===== config.mk =====
export PLATFORM = sky130hd
export DESIGN_NAME = video_fetch_sched
export DESIGN_NICKNAME = d
export VERILOG_FILES = /design/src/rtl/video_fetch_sched.sv
export SDC_FILE = /design/constraint.sdc
export NUM_CORES = 1
export LEC_CHECK = 0
export ABC_AREA = 1
export CAP_MARGIN = 10
export CORE_MARGIN = 2
export CORE_UTILIZATION = 50
export DETAILED_ROUTE_END_ITERATION = 6
export PLACE_DENSITY = 0.75
export SLEW_MARGIN = 20
export SYNTH_ARGS = -nofsm -noshare
export SYNTH_HDL_FRONTEND = slang
export SYNTH_SLANG_ARGS = --single-unit

===== constraint.sdc =====
create_clock -name clk_i -period 6.1 [get_ports clk_i]
set_input_delay 1.22 -clock clk_i [delete_from_list [all_inputs] [get_ports clk_i]]
set_output_delay 1.22 -clock clk_i [all_outputs]
set_load 0.02 [all_outputs]

===== src/rtl/video_fetch_sched.sv =====
// Video fetch scheduler: collects four 16-bit DRAM words per 16-pixel group and
// hands each completed group to the renderer at the following group boundary.
module video_fetch_sched (
    input  logic        clk_i,
    input  logic        rst_ni,
    input  logic        cend_i,
    input  logic        line_start_i,
    input  logic        fetch_en_i,
    output logic        dram_req_o,
    input  logic        dram_ack_i,
    input  logic        dram_rvalid_i,
    input  logic [15:0] dram_rdata_i,
    output logic        addr_next_o,
    output logic [63:0] pic_bits_o,
    output logic        fetch_sync_o,
    output logic        underrun_o
);

    typedef enum logic [1:0] {StIdle, StReq, StWait, StFull} state_e;

    state_e      state_q, state_d;
    logic [1:0]  widx_q, widx_d;
    logic [3:0]  pixcnt_q, pixcnt_d;
    logic [63:0] shadow_q, shadow_d;
    logic [63:0] pic_q, pic_d;
    logic        win_q, win_d;
    logic        pend_q, pend_d;
    logic        sync_q, sync_d;
    logic        under_q, under_d;
    logic        req, accept, boundary, outstanding;

    always_comb begin
        req         = (state_q == StReq) && !pend_q;
        accept      = req && dram_ack_i;
        boundary    = cend_i && win_q && (pixcnt_q == 4'd15) && !line_start_i;
        // A read is still in flight after this clk unless its data returned now.
        outstanding = accept || ((state_q == StWait) && !dram_rvalid_i);
    end

    always_comb begin
        state_d  = state_q;
        widx_d   = widx_q;
        pixcnt_d = pixcnt_q;
        shadow_d = shadow_q;
        pic_d    = pic_q;
        win_d    = win_q;
        pend_d   = pend_q && !dram_rvalid_i;
        sync_d   = 1'b0;
        under_d  = under_q;

        case (state_q)
            StReq: begin
                if (accept) state_d = StWait;
            end
            StWait: begin
                if (dram_rvalid_i) begin
                    shadow_d[{widx_q, 4'b0000} +: 16] = dram_rdata_i;
                    widx_d  = widx_q + 2'd1;
                    state_d = (widx_q == 2'd3) ? StFull : StReq;
                end
            end
            default: ;
        endcase

        if (cend_i && win_q) pixcnt_d = pixcnt_q + 4'd1;

        if (boundary) begin
            sync_d = 1'b1;
            if (state_q == StFull) begin
                pic_d  = shadow_q;
                widx_d = 2'd0;
                if (fetch_en_i) state_d = StReq;
            end else begin
                // Late group keeps fetching; it is shown next boundary if it completes.
                pic_d   = '0;
                under_d = 1'b1;
            end
            if (!fetch_en_i) begin
                win_d   = 1'b0;
                state_d = StIdle;
                pend_d  = pend_d || outstanding;
            end
        end

        if (line_start_i) begin
            state_d  = StReq;
            widx_d   = 2'd0;
            pixcnt_d = 4'd0;
            shadow_d = '0;
            under_d  = 1'b0;
            win_d    = 1'b1;
            pend_d   = pend_d || outstanding;
        end
    end

    always_ff @(posedge clk_i or negedge rst_ni) begin
        if (!rst_ni) begin
            state_q  <= StIdle;
            widx_q   <= 2'd0;
            pixcnt_q <= 4'd0;
            shadow_q <= '0;
            pic_q    <= '0;
            win_q    <= 1'b0;
            pend_q   <= 1'b0;
            sync_q   <= 1'b0;
            under_q  <= 1'b0;
        end else begin
            state_q  <= state_d;
            widx_q   <= widx_d;
            pixcnt_q <= pixcnt_d;
            shadow_q <= shadow_d;
            pic_q    <= pic_d;
            win_q    <= win_d;
            pend_q   <= pend_d;
            sync_q   <= sync_d;
            under_q  <= under_d;
        end
    end

    assign dram_req_o   = req;
    assign addr_next_o  = accept;
    assign pic_bits_o   = pic_q;
    assign fetch_sync_o = sync_q;
    assign underrun_o   = under_q;

endmodule

After elaboration in Yosys (flattened, before gate mapping) --
Cells that the tools add are included.
Operators by class: reductions and logical operators 20, multiplexer cells 30, add/subtract/negate cells 3, bitwise gates (word level) 0, divide/modulo/power cells 0, eq/ne operators 7, multipliers 0, magnitude comparators 0, shift-type cells 2
Operators with widths (count):
- two-way mux 64 bit | 4
- bitwise mux 64 bit | 1
- variable shift 16 x 8 -> 64 bit, first input constant | 1
- indexed part select 16 x 8 -> 64 bit | 1
- two-way mux 2 bit | 12
- two-way mux 1 bit | 10
- two-way mux 4 bit | 2
- negator 6 -> 8 bit | 1
- nonzero test 2 bit | 4
- logical AND 1 bit | 7
- == test 2 bit, second input constant | 3
- AND reduction 2 bit | 3
- adder 4 x 1 -> 4 bit, second input constant | 1
- == test 4 bit, second input constant | 1
- inequality test 2 bit, second input constant | 2
- case mux 2 bit (2 select lines) | 1
- zero test 1 bit | 3
- logical OR 1 bit | 3
- adder 2 x 1 -> 2 bit, second input constant | 1
- == test 2 x 1 -> 1 bit, second input constant | 1
Word-level totals: memories 0, logic and storage cells 71, memory bits (read-only) 0, bits of input ports 23, register bits 140, latch bits 0, output and inout port bits 68, bits in writable memories 0

Depth between registers and ports, before layout --
word-level depth 9, mapped depth 11, depth with buffers taken out 8

Worst setup path before layout --
OpenSTA, ideal clock, no wires.
path type in2out, start point in dram_ack_i, end point out addr_next_o, setup slack 3.409 ns, required time 4.880 ns, path buffers 0, arrival 1.471 ns, stages 2, cells stage by stage nand3_1 inv_1
Between the ends: longest elaborated chain between the ends 1
RTL lines:
- start: declaration | line 10 | input logic dram_ack_i,
- logical AND 1 bit | line 34 | accept = req && dram_ack_i;
- end: declaration | line 13 | output logic addr_next_o,
No other way between the ends.

Worst setup path in the final report --
Same ends and word-level chain as after synthesis.

==> impl_metrics.yaml <==
cts:
  clock-sinks: 140
  path_clk_slew_ns: 0.06
  ctsResizeCount: 0
  cts_buffers: 17
  cts-root-buf: "clkbuf_16"
  clk_latency_ns: 0.41
  post-cts-setup-buffers: 0
  cts_tree: "yes"
  cts_hold_buf: 0
  htree_levels: 4
  cts_max_path_buffers: 2
synth:
  synthCells: 614
  synth-seq-cells: 140
  yosys-top-cells-area: "dfrtp_1 60%, nand2_1 6.8%, inv_1 6.7%"
  ys_seq_area_share_pct: 60.4
  yosysTopAreaCellShare_pct: 60.4
  synth_cell_type_count: 25
  yosysTopAreaCell: "dfrtp_1"
  synth_nets: 646
  yosys_warnings: 0
  syn_area_um2: 5800
  synth.avg_cell_area_um2: 9.45
drt:
  antenna_left: 0
  wirelength_mm: 13.8
  drt-pass1-iter-count: 5
  viasPerCell: 5.38
  drc: 0
  avgRoutedWirePerCell_um: 16.3
  drt-initial-drc-count: 330
  dr_total_vias: 4562
finish:
  syn2layout_area_growth_pct: 25.6
  num-fill-cells: 912
  seq_area_um2: 3500
  nets: 725
  drive_above_1_share_pct: 6.81
  antenna_cells: 0
  multiInputGateArea_um2: 1700
  final_common_cell: "dfrtp_1"
  mostFrequentLayoutCells: "140 x dfrtp_1, 105 x nand2_1, 104 x inv_1"
worst_setup_path:
  crit_top_cell: "clkdlybuf4s50_1"
  cpPeakStageDelay_ns: 0.59
  critPathArrivalTime_ns: 2.50
  cp-end-kind: "primary output"
  regToRegSetupSlack_ns: 3.42
  startpoint: "dram_ack_i"
  path_max_fanout: 3
  startpoint_type: "input pin"
  crit_slowest_cell: "clkdlybuf4s50_1"
  cp.required_ns: 4.88
  path_cells: "clkdlybuf4s50_1 -> nand3_1 -> inv_1 -> clkdlybuf4s50_1"
  r2r_start: "widx_q[0]"
  path_class: "input pin to primary output"
floorplanning:
  core_area_um2: 11400
  io-pin-count: 91
  die_y_um: 112
  row_count: 39
  die-area_um2: 12500
  initial_utilization_pct: 51.1
  die_w_um: 112
global_route:
  grt_remaining_overflow: 0
  antenna_found_initial: 0
  grt_pass1_wl_mm: 22.4
  grt_usage_pct: 22.8
  grt_max_degree: 73
  grt_pass1_vias: 4517
placed_design:
  io_buffers: 90
  dp_hpwl_mm: 9.23
  gp_congestion: 0.846
worst_hold_path:
  hp-start: "pic_bits_o[46]"
  hp-class: "flop to flop"
sta:
  rsz0062_at_grt: "no"
  layout_min_cycle_time_ns: 3.72
  setup_viol: 0
  max-slew-margin-rel_pct: 30.7
  worst_pin_slew_ns: 1.04
  finalHoldViolCount: 0
  final-max-slew-violation-count: 0
  finalCritPeriodShare_pct: 61.1
  fin_hold_ws_ns: 0.489
  clock_skew_ns: 0.00931
  tns_ns: 0
  fmax_ghz: 0.268
power:
  p_leak_nw: 3.21
  p_per_area_nw_per_um2: 300
  ir_drop_mv: 0.204
flow_run:
  cap_violations: 0
run_status:
  status: "complete, no violations"
[cells by family after synthesis]
group | count (synthesis) | share of synthesized area [%]
AOI/OAI and AO/OA | 144 | 13.4
adders and majority gates | 9 | 1.94
and+or+nand+nor | 183 | 13.9
DFF | 140 | 60.4
buffers and inverters | 138 | 10.4
[flip-flops by register name, indices dropped and copies added, names as in the netlist]
name	flops
pic_bits_o	64
shadow_q	64
win_q	1
fetch_sync_o	1
widx_q	2
pixcnt_q	4
underrun_o	1
state_q	2
pend_q	1
[synthesized netlist by cell type, drive strengths merged]
library cell	number
nor2	20
nand2	108
dfrtp	140
inv	106
nor3	14
a31oi	1
o21ai	110
a21oi	4
o22ai	26
nand3	37
ha	9
o211ai	3
nand4	4
buf	28
clkbuf	4
[critical path: cells and delay by family]
kind | cells | cell delay [ns]
buf+inv | 3 | 1.14
simple gates | 1 | 0.13
[area by class of cell]
| class | count | share of cell area [%] |
|---|---|---|
| clock buffers | 18 | 5.89 |
| flip-flops and latches | 140 | 48.0 |
| inverters | 106 | 5.47 |
| repair buffers | 92 | 12.6 |
| well taps | 143 | 2.45 |
| multi-input cells | 336 | 23.3 |
| clock inverters | 13 | 2.26 |
[layer usage]
metal  routed length, µm  global-route usage [%]  vias up
met5                   0                       0        -
met4                 333                    9.05        0
met3                 800                    5.17       26
met2                6750                    36.7      167
met1                5950                    30.3     2233
li1                    -                       -     2136
[stage by stage]
stage | util [%] | setup WS [ns] | cell area (µm²) | power (W) | std cells
after detailed placement | 58.9 | 2.37 | 6700 | 0.00117 | 817
final | 64.1 | 2.38 | 7290 | 0.00219 | 848
after floorplan | - | 3.41 | 5800 | 0.00109 | 614
after global routing | 64.1 | 2.34 | 7290 | 0.00226 | 848
after global placement | 58.9 | 2.41 | 6700 | 0.00115 | 817
after CTS | 64.1 | 2.39 | 7290 | 0.00220 | 848
[final timing paths]
check | end | depth (start not counted)
setup / recovery | addr_next_o | 4
hold / removal | pic_bits_o[46] | 2
setup reg to reg | shadow_q[5] | 5
hold reg to reg | pic_bits_o[46] | 2
max in group asynchronous | shadow_q[5] | 2
min in group asynchronous | pic_bits_o[7] | 1
[where the power goes]
| part | internal, W | switching [W] |
|---|---|---|
| Combinational | 0.0000642 | 0.000130 |
| Sequential | 0.000944 | 0.0000126 |
| Clock | 0.000644 | 0.000393 |
| Total | 0.00165 | 0.000536 |
(Power assumes the default switching activity.)
